**config.mk**
```make
export PLATFORM = sky130hd
export DESIGN_NAME = div_unit
export DESIGN_NICKNAME = d
export VERILOG_FILES = /design/src/rtl/div_unit.sv
export SDC_FILE = /design/constraint.sdc
export NUM_CORES = 1
export LEC_CHECK = 0
export ABC_AREA = 1
export CORE_ASPECT_RATIO = 0.5
export CORE_MARGIN = 4
export CORE_UTILIZATION = 40
export CTS_BUF_LIST = sky130_fd_sc_hd__clkbuf_16
export CTS_CLUSTER_SIZE = 10
export DETAILED_ROUTE_END_ITERATION = 16
export DONT_BUFFER_PORTS = 1
export SYNTH_ARGS = -nofsm -noshare
export SYNTH_HDL_FRONTEND = slang
export SYNTH_SLANG_ARGS = --single-unit
```
**constraint.sdc**
```tcl
create_clock -name clk -period 5.6 [get_ports clk]
set_input_delay 0.56 -clock clk [delete_from_list [all_inputs] [get_ports clk]]
set_output_delay 0.56 -clock clk [all_outputs]
set_load 0.01 [all_outputs]
```
**src/rtl/div_unit.sv**
```systemverilog
// ============================================================================
//  Module   : div_unit
//  Purpose  : Multi-cycle radix-2 restoring divider (DIV/DIVU) for EX stage,
//             producing {remainder, quotient} for the HI/LO registers.
//  Revision : 1.0  - initial release
// ============================================================================
`default_nettype none

module div_unit #(
    parameter int WIDTH = 32,
    parameter int CNT_W = 6
) (
    input  logic                 clk,
    input  logic                 rst,
    input  logic                 start,
    input  logic                 signed_div,
    input  logic [WIDTH-1:0]     opdata_a,
    input  logic [WIDTH-1:0]     opdata_b,
    input  logic                 annul,
    output logic [2*WIDTH-1:0]   result,
    output logic                 ready,
    output logic                 busy
);

    typedef enum logic [1:0] {
        S_IDLE    = 2'd0,
        S_DIVZERO = 2'd1,
        S_ON      = 2'd2,
        S_END     = 2'd3
    } state_t;

    state_t             r_state;
    state_t             w_next;
    logic [CNT_W-1:0]   r_cnt;
    logic [WIDTH-1:0]   r_rem;
    logic [WIDTH-1:0]   r_quo;
    logic [WIDTH-1:0]   r_divisor;
    logic               r_sign_q;
    logic               r_sign_r;
    logic [2*WIDTH-1:0] r_result;
    logic               r_ready;

    logic [WIDTH-1:0]   w_a_mag;
    logic [WIDTH-1:0]   w_b_mag;
    logic [WIDTH:0]     w_shift;
    logic [WIDTH:0]     w_diff;
    logic               w_ge;
    logic [WIDTH-1:0]   w_rem_nxt;
    logic [WIDTH-1:0]   w_quo_fix;
    logic [WIDTH-1:0]   w_rem_fix;
    logic               w_last;

    assign w_a_mag = (signed_div && opdata_a[WIDTH-1]) ? (WIDTH'(0) - opdata_a) : opdata_a;
    assign w_b_mag = (signed_div && opdata_b[WIDTH-1]) ? (WIDTH'(0) - opdata_b) : opdata_b;

    // The quotient register doubles as the dividend shifter: its MSB feeds the
    // partial remainder while the new quotient bit enters at the LSB.
    assign w_shift   = {r_rem, r_quo[WIDTH-1]};
    assign w_diff    = {1'b0, w_shift[WIDTH-1:0]} - {1'b0, r_divisor};
    assign w_ge      = w_shift[WIDTH] | ~w_diff[WIDTH];
    assign w_rem_nxt = w_ge ? w_diff[WIDTH-1:0] : w_shift[WIDTH-1:0];
    assign w_quo_fix = r_sign_q ? (WIDTH'(0) - r_quo) : r_quo;
    assign w_rem_fix = r_sign_r ? (WIDTH'(0) - r_rem) : r_rem;
    assign w_last    = (r_cnt == CNT_W'(WIDTH));

    always_ff @(posedge clk) begin
        if (!rst) begin
            r_state <= S_IDLE;
        end else begin
            r_state <= w_next;
        end
    end

    always_comb begin
        w_next = r_state;
        case (r_state)
            S_IDLE: begin
                if (start && !annul) begin
                    w_next = (opdata_b == '0) ? S_DIVZERO : S_ON;
                end
            end
            S_DIVZERO: w_next = annul ? S_IDLE : S_END;
            S_ON: begin
                if (annul) begin
                    w_next = S_IDLE;
                end else if (w_last) begin
                    w_next = S_END;
                end
            end
            S_END: begin
                if (annul || !start) begin
                    w_next = S_IDLE;
                end
            end
            default: w_next = S_IDLE;
        endcase
    end

    always_ff @(posedge clk) begin
        if (!rst) begin
            r_cnt     <= '0;
            r_rem     <= '0;
            r_quo     <= '0;
            r_divisor <= '0;
            r_sign_q  <= 1'b0;
            r_sign_r  <= 1'b0;
            r_result  <= '0;
            r_ready   <= 1'b0;
        end else if (annul && (r_state != S_IDLE)) begin
            r_cnt    <= '0;
            r_result <= '0;
            r_ready  <= 1'b0;
        end else begin
            case (r_state)
                S_IDLE: begin
                    if (start && !annul) begin
                        r_quo     <= w_a_mag;
                        r_divisor <= w_b_mag;
                        r_rem     <= '0;
                        r_cnt     <= '0;
                        r_sign_q  <= signed_div & (opdata_a[WIDTH-1] ^ opdata_b[WIDTH-1]);
                        r_sign_r  <= signed_div & opdata_a[WIDTH-1];
                    end
                end
                S_DIVZERO: begin
                    r_result <= '0;
                    r_ready  <= 1'b1;
                end
                S_ON: begin
                    if (w_last) begin
                        r_result <= {w_rem_fix, w_quo_fix};
                        r_ready  <= 1'b1;
                    end else begin
                        r_rem <= w_rem_nxt;
                        r_quo <= {r_quo[WIDTH-2:0], w_ge};
                        r_cnt <= r_cnt + CNT_W'(1);
                    end
                end
                S_END: begin
                    if (!start) begin
                        r_cnt    <= '0;
                        r_result <= '0;
                        r_ready  <= 1'b0;
                    end
                end
                default: begin
                    r_ready <= 1'b0;
                end
            endcase
        end
    end

    assign result = r_result;
    assign ready  = r_ready;
    assign busy   = (r_state != S_IDLE);

endmodule

`default_nettype wire
```
Yosys cells after proc, flatten, opt, wreduce, memory -nomap -nowiden
Index checks and enable logic that the tools add are counted.
{"block": "word_totals", "ff_bits": 171, "inputBits": 69, "out_inout_bits": 66, "word_cells": 79}
{"block": "op_classes", "add_sub_neg": 6, "n_eq_ne": 10, "n_mux": 28, "bitwise_logic": 7, "reduce_logical": 19}
{"op": "two-way mux 32 bit", "count": 9}
{"op": "one-hot mux 64 bit (3 select lines)", "count": 1}
{"op": "two-way mux 64 bit", "count": 2}
{"op": "one-hot mux 32 bit (2 select lines)", "count": 2}
{"op": "subtractor 1 x 32 -> 32 bit, first input constant", "count": 4}
{"op": "subtractor 32 x 32 -> 33 bit", "count": 1}
{"op": "zero test 32 bit", "count": 1}
{"op": "two-way mux 6 bit", "count": 3}
{"op": "one-hot mux 6 bit (3 select lines)", "count": 1}
{"op": "two-way mux 2 bit", "count": 6}
{"op": "!= test 2 bit, second input constant", "count": 5}
{"op": "AND reduction 3 bit", "count": 3}
{"op": "one-hot mux 2 bit (4 select lines)", "count": 1}
{"op": "AND reduction 4 bit", "count": 2}
{"op": "adder 6 x 1 -> 6 bit, second input constant", "count": 1}
{"op": "equality test 6 bit, second input constant", "count": 1}
{"op": "nonzero test 3 bit", "count": 2}
{"op": "equality test 2 bit, second input constant", "count": 2}
{"op": "logical AND 1 bit", "count": 4}
{"op": "nonzero test 2 bit", "count": 2}
{"op": "!= test 3 bit, second input constant", "count": 1}
{"op": "NOT 1 bit", "count": 3}
{"op": "one-hot mux 1 bit (3 select lines)", "count": 1}
{"op": "AND 1 bit", "count": 2}
{"op": "8 further kinds", "count": 10}

Depth between registers and ports, before layout
{"block": "logic_depth", "ltp_word": 6, "mapped_depth": 17}

Worst setup path after synthesis
No wires, ideal clock.
{"block": "synth_path", "path_kind": "reg-to-reg", "from": "reg r_quo[31]", "to": "reg r_rem[28]", "arrival_ns": 2.014, "setup_slack_ns": 3.451, "path_stages_with_launch": 17, "n_path_buf": 1, "cell_sequence": "dfxtp_1 -> inv_1 -> ha_1 -> fa_1 -> inv_1 -> nand2_1 -> nand2_1 -> nand3_1 -> nand2_2 -> nand2_2 -> nand2_2 -> nand3_4 -> nand2_4 -> buf_4 -> nand3_1 -> nand2_1 -> a21oi_2"}
{"block": "synth_between", "elab_chain_cells": 6}
{"item": "from (decl)", "line": "36", "rtl": "logic [WIDTH-1:0] r_quo;"}
{"item": "from (signal assigned)", "line": "117", "rtl": "r_quo <= w_a_mag;"}
{"item": "from (signal assigned)", "line": "135", "rtl": "r_quo <= {r_quo[WIDTH-2:0], w_ge};"}
{"item": "subtractor 32 x 32 -> 33 bit *", "line": "59", "rtl": "assign w_diff = {1'b0, w_shift[WIDTH-1:0]} - {1'b0, r_divisor};"}
{"item": "NOT 1 bit", "line": "60", "rtl": "assign w_ge = w_shift[WIDTH] | ~w_diff[WIDTH];"}
{"item": "OR 1 bit", "line": "60"}
{"item": "two-way mux 32 bit *", "line": "61", "rtl": "assign w_rem_nxt = w_ge ? w_diff[WIDTH-1:0] : w_shift[WIDTH-1:0];"}
{"item": "two-way mux 32 bit *", "line": "130", "rtl": "if (w_last) begin"}
{"item": "one-hot mux 32 bit (2 select lines) *", "line": "114", "rtl": "case (r_state)"}
{"item": "to (signal assigned)", "line": "134", "rtl": "r_rem <= w_rem_nxt;"}
{"item": "to (decl)", "line": "35", "rtl": "logic [WIDTH-1:0] r_rem;"}
Every way passes the cells marked *; elsewhere a longest branch is shown, timed or not. The select of a mux whose other input is x is not followed.
A chain may end at the register's enable or synchronous reset.

Worst setup path after layout
{"block": "layout_path", "from": "reg r_state[0]", "to": "reg r_result[30] (netlist: result[30])"}
{"block": "layout_between", "elab_chain_cells": 3, "word_cells_on_any_way": 11}
{"item": "from (decl)", "line": "32", "rtl": "state_t r_state;"}
{"item": "from (signal assigned)", "line": "70", "rtl": "r_state <= w_next;"}
{"item": "equality test 2 bit, or another cell as far along", "line": "114"}
{"item": "!= test 2 bit (no source line), or another cell as far along"}
{"item": "AND reduction 3 bit (no source line) / OR reduction 2 bit (equally long branches)"}
{"item": "to (signal assigned)", "line": "131", "rtl": "r_result <= {w_rem_fix, w_quo_fix};"}
{"item": "to (decl)", "line": "40", "rtl": "logic [2*WIDTH-1:0] r_result;"}
Several ways; a longest one is shown, not always the timed one.

==> flow_summary.html <==
<table>
<tr><th>Metric</th><th>Value</th></tr>
<tr><th colspan="2">Worst setup path</th></tr>
<tr><td>Capturing element type of the critical path</td><td>flop</td></tr>
<tr><td>Arrival time worst endpoint</td><td>3.49 ns</td></tr>
<tr><td>Crit path largest cell delay</td><td>~1.2 ns</td></tr>
<tr><td>Largest driver fanout on the critical path</td><td>31</td></tr>
<tr><td>Worst reg2reg path endpoint</td><td>result[30]$_SDFFE_PP0P_</td></tr>
<tr><td>Worst reg-to-reg setup slack</td><td>2.49 ns</td></tr>
<tr><td>Worst-path cell with the longest stage delay</td><td>sky130_fd_sc_hd__inv_1</td></tr>
<tr><td>Launch instance of the worst register-to-register path</td><td>r_state[0]$_SDFFE_PN0P_</td></tr>
<tr><td>CP Data Required Time</td><td>approximately 6.0 ns</td></tr>
<tr><td>Kind of critical path</td><td>flop to flop</td></tr>
<tr><td>Worst R2R Path Depth</td><td>6</td></tr>
<tr><td>Cells along the critical path</td><td>inv_1 -&gt; ha_2 -&gt; nand3_1 -&gt; inv_1 -&gt; nand3_1 -&gt; a21oi_1</td></tr>
<tr><td>Critical Path Start Type</td><td>flop</td></tr>
<tr><th colspan="2">Global route</th></tr>
<tr><td>Global-route usage over all layers</td><td>23.03%</td></tr>
<tr><td>Via count of the first global-routing pass</td><td>between 10000 and 15000</td></tr>
<tr><td>Global route overflow</td><td>0</td></tr>
<tr><td>Pin count of the biggest net entering global routing</td><td>65</td></tr>
<tr><td>Initial antenna violation count</td><td>2</td></tr>
<tr><td>First-pass GRT wire length</td><td>66.78 mm</td></tr>
<tr><th colspan="2">Worst hold path</th></tr>
<tr><td>Worst hold endpoint</td><td>r_divisor[5]$_SDFFE_PN0P_</td></tr>
<tr><td>HP Class</td><td>input port to flop</td></tr>
<tr><td>Instance count along the most critical hold path</td><td>2</td></tr>
<tr><td>Hold path start</td><td>rst</td></tr>
<tr><th colspan="2">Clock tree</th></tr>
<tr><td>Clock transition at the register clock pins on the worst setup and hold paths after CTS</td><td>about 0.07 ns</td></tr>
<tr><td>Clock root cell</td><td>sky130_fd_sc_hd__clkbuf_16</td></tr>
<tr><td>Number of buffers inserted by hold repair at cts</td><td>0</td></tr>
<tr><td>Number of cells upsized or downsized after cts</td><td>0</td></tr>
<tr><td>Number of clock sinks seen by CTS</td><td>171</td></tr>
<tr><td>Clock tree buffer depth</td><td>2</td></tr>
<tr><td>H-tree Lvls</td><td>4</td></tr>
<tr><td>Number of setup buffers added after CTS</td><td>0</td></tr>
<tr><td>Clock network latency to the later pin of the worst-skew pair</td><td>roughly 0.45 ns</td></tr>
<tr><td>CTS tree</td><td>built</td></tr>
<tr><td>Clock buffer count from CTS</td><td>17</td></tr>
<tr><th colspan="2">Finish</th></tr>
<tr><td>Nets@finish</td><td>2323</td></tr>
<tr><td>Area growth, synth to finish</td><td>5.939%</td></tr>
<tr><td>Number of antenna diodes</td><td>0</td></tr>
<tr><td>Layout cells sized above 1</td><td>4.002%</td></tr>
<tr><th colspan="2">Floorplanning</th></tr>
<tr><td>Die area</td><td>0.03628 mm²</td></tr>
<tr><td>Boundary pin count</td><td>135</td></tr>
<tr><td>Width of the die</td><td>265.4 µm</td></tr>
<tr><td>Area of the core region</td><td>between 0.03 and 0.04 mm²</td></tr>
<tr><td>Overall die height</td><td>between 100 and 150 µm</td></tr>
<tr><td>Effective utilization at floorplan</td><td>41.18%</td></tr>
<tr><td>Placement row count</td><td>46</td></tr>
<tr><th colspan="2">Timing</th></tr>
<tr><td>Share of the clock period used by the worst path after layout</td><td>a little under three fifths</td></tr>
<tr><td>Skew final</td><td>0.01660 ns</td></tr>
<tr><td>Setup Total Neg Slack</td><td>0 ns</td></tr>
<tr><td>Fin worst setup slack</td><td>2.491 ns</td></tr>
<tr><td>Count of final setup violators</td><td>0</td></tr>
<tr><td>Final Hold Violating Endpoints</td><td>0</td></tr>
<tr><td>Max-slew violation count</td><td>0</td></tr>
<tr><td>RSZ-0062 raised after global routing</td><td>no</td></tr>
<tr><td>Post-layout minimum cycle time</td><td>a little over 3 ns</td></tr>
<tr><td>Transition at the pin with the smallest max-transition slack</td><td>1.234 ns</td></tr>
<tr><td>Tightest slew margin relative to the limit</td><td>17.63%</td></tr>
<tr><td>Highest clock frequency the design can meet</td><td>approximately 320 MHz</td></tr>
<tr><th colspan="2">Place</th></tr>
<tr><td>DP HPWL</td><td>33.56 mm</td></tr>
<tr><td>Post-place setup slack</td><td>approximately 2.5 ns</td></tr>
<tr><td>RePlAce Congestion</td><td>0.9669</td></tr>
<tr><td>Count of input and output buffers</td><td>0</td></tr>
<tr><th colspan="2">Route</th></tr>
<tr><td>Detailed Route Iter0 Violations</td><td>about 1200</td></tr>
<tr><td>Post-Route WL</td><td>42.18 mm</td></tr>
<tr><td>DRC violation count after routing</td><td>0</td></tr>
<tr><td>Post-route ant nets</td><td>0</td></tr>
<tr><td>First-pass iteration count of the detailed router</td><td>5</td></tr>
<tr><td>Routed wire per std cell</td><td>15.88 µm</td></tr>
<tr><td>Number of vias after detailed routing</td><td>13840</td></tr>
<tr><td>Ratio of routed vias to standard cells</td><td>approximately 5.2</td></tr>
<tr><th colspan="2">Logic synthesis</th></tr>
<tr><td>Number of standard cells after synthesis</td><td>2268</td></tr>
<tr><td>Sequential-to-total area share from yosys stat</td><td>25.84%</td></tr>
<tr><td>Yosys cell types</td><td>46</td></tr>
<tr><td>Post-synthesis instance area</td><td>0.01325 mm²</td></tr>
<tr><td>Average cell area after synthesis</td><td>5.842 µm²</td></tr>
<tr><td>Synthesized flop and latch total</td><td>171</td></tr>
<tr><td>Nets in the synthesized netlist</td><td>2380</td></tr>
<tr><td>Count of yosys warnings during synthesis</td><td>0</td></tr>
<tr><th colspan="2">Pwr</th></tr>
<tr><td>Final total power</td><td>slightly above 6 mW</td></tr>
<tr><td>Worst VDD drop</td><td>0.2114 mV</td></tr>
<tr><td>Power Dens Cells</td><td>442.9 mW/mm²</td></tr>
<tr><td>Leakage component of the power</td><td>6.614 nW</td></tr>
<tr><th colspan="2">Status</th></tr>
<tr><td>Result of the run</td><td>completed</td></tr>
<tr><th colspan="2">Run</th></tr>
<tr><td>Max cap viols</td><td>0</td></tr>
</table>
cell type report:
cell class / instances / area (µm²)
clock buffers: 17 / 425.4
clock inverters: 15 / 150.1
fillers: 3510 / 18140
inverters: 352 / 1321
multi-input cells: 1660 / 8109
flip-flops and latches: 171 / 3423
well taps: 432 / 540.5
repair buffers: 9 / 67.56
synthesized netlist by cell type (all sizes together):
cell    instances  area share (%)
nand2         656              19
inv           345             9.8
a21oi         233             9.0
nand3         233             9.1
nor2          201             5.8
dfxtp         171              26
o21ai         124             4.8
clkbuf         45             1.3
ha             42             4.0
nand4          42             2.0
buf            40             1.8
xor2           29             1.9
nor3           20            0.99
xnor2          19             1.3
o211ai         16            0.91
nand3b          8            0.45
clkinv          7            0.20
and2            6            0.29
o221ai          6            0.40
a31oi           4            0.19
o31ai           4            0.23
or2             4            0.19
a211oi          3            0.17
nor3b           3            0.21
nor4            3            0.14
a21o            1           0.057
a22oi           1           0.057
and3            1           0.047
fa              1            0.15
cells by family after synthesis:
group | Yosys count | synth area share [%]
AOI/OAI and AO/OA | 392 | 15.77
adders and majority gates | 43 | 4.117
xor gates and xnor gates | 48 | 3.173
DFF | 171 | 25.84
and+or+nand+nor | 1177 | 38.05
buffers and inverters | 437 | 13.06
through the flow:
step           hold slack [ns]  area [µm²]  util, %  cells
2_1_floorplan           0.4392       13250        -   2268
3_3_place_gp            0.4737       13460    41.84   2624
3_5_place_dp            0.4725       13460    41.84   2624
4_1_cts                 0.2254       14040    43.63   2656
5_1_grt                 0.2479       14040    43.63   2656
6_report                0.2446       14040    43.63   2656
where the power goes:
part           switching, mW  internal [mW]  leakage [nW]  total (mW)
Clock                  0.532          0.657         0.283        1.19
Sequential             0.249           1.42          1.39        1.67
Combinational           2.35           1.00          4.94        3.36
Total                   3.13           3.08          6.61        6.22
cell usage in the layout, fill, tap and decap left out, types with 3 or more instances in the layout:
cell type                   Yosys  routed
sky130_fd_sc_hd__a211oi_1       3       3
sky130_fd_sc_hd__a21oi_1      228     228
sky130_fd_sc_hd__a21oi_2        4       4
sky130_fd_sc_hd__a31oi_1        4       4
sky130_fd_sc_hd__and2_1         5       5
sky130_fd_sc_hd__buf_4          8       9
sky130_fd_sc_hd__clkbuf_16      0      17
sky130_fd_sc_hd__clkinv_1       7      10
sky130_fd_sc_hd__clkinv_2       0       3
sky130_fd_sc_hd__dfxtp_1      171     171
sky130_fd_sc_hd__ha_1          42      41
sky130_fd_sc_hd__inv_1        339     338
sky130_fd_sc_hd__inv_2          6       7
sky130_fd_sc_hd__nand2_1      646     645
sky130_fd_sc_hd__nand2_2        9      10
sky130_fd_sc_hd__nand3_1      227     227
sky130_fd_sc_hd__nand3_2        5       5
sky130_fd_sc_hd__nand3b_1       8       8
sky130_fd_sc_hd__nand4_1       42      42
sky130_fd_sc_hd__nor2_1       193     192
sky130_fd_sc_hd__nor2_2         8       8
sky130_fd_sc_hd__nor3_1        15      15
sky130_fd_sc_hd__nor3_2         4       4
sky130_fd_sc_hd__nor4_1         3       3
sky130_fd_sc_hd__o211ai_1      16      16
sky130_fd_sc_hd__o21ai_0      121     121
sky130_fd_sc_hd__o21ai_2        3       3
sky130_fd_sc_hd__o221ai_1       6       6
sky130_fd_sc_hd__o31ai_1        4       4
sky130_fd_sc_hd__xnor2_1       19      19
sky130_fd_sc_hd__xor2_1        29      29
worst max-delay path by stage:
stage / start / endpoint / depth (start not counted)
after global placement: r_state[0]$_SDFFE_PN0P_ / result[25]$_SDFFE_PP0P_ / 7
final: r_state[0]$_SDFFE_PN0P_ / result[30]$_SDFFE_PP0P_ / 6
after detailed placement: r_state[0]$_SDFFE_PN0P_ / r_cnt[5]$_SDFFE_PP0P_ / 7
after floorplan: r_quo[31]$_SDFFE_PN0P_ / r_rem[28]$_SDFFE_PN0P_ / 16
after global routing: r_state[0]$_SDFFE_PN0P_ / result[24]$_SDFFE_PP0P_ / 7
after CTS: r_state[0]$_SDFFE_PN0P_ / r_cnt[5]$_SDFFE_PP0P_ / 7
flip-flops by register name, summed over array words and instances, names as in the netlist, 2 cells and up:
signal,flops
r_cnt,6
r_divisor,32
r_quo,32
r_rem,32
r_state,2
result,64
critical path: cells and delay by family, from the launching register on:
family                     cells  cell delay (ns)
buffers and inverters          2             1.24
AOI/OAI and AO/OA              1             0.18
adders and majority gates      1             0.40
DFF                            1             0.34
and+or+nand+nor                2             0.87
layer usage:
| layer | GRT usage [%] | part of all wire [%] |
|---|---|---|
| met2 | 38.96 | 47 |
| met5 | 0 | 0.059 |
| met1 | 30.88 | 46 |
| met3 | 3.898 | 5.1 |
| met4 | 5.596 | 1.6 |
Note: power is estimated with default switching activity, not from simulation.
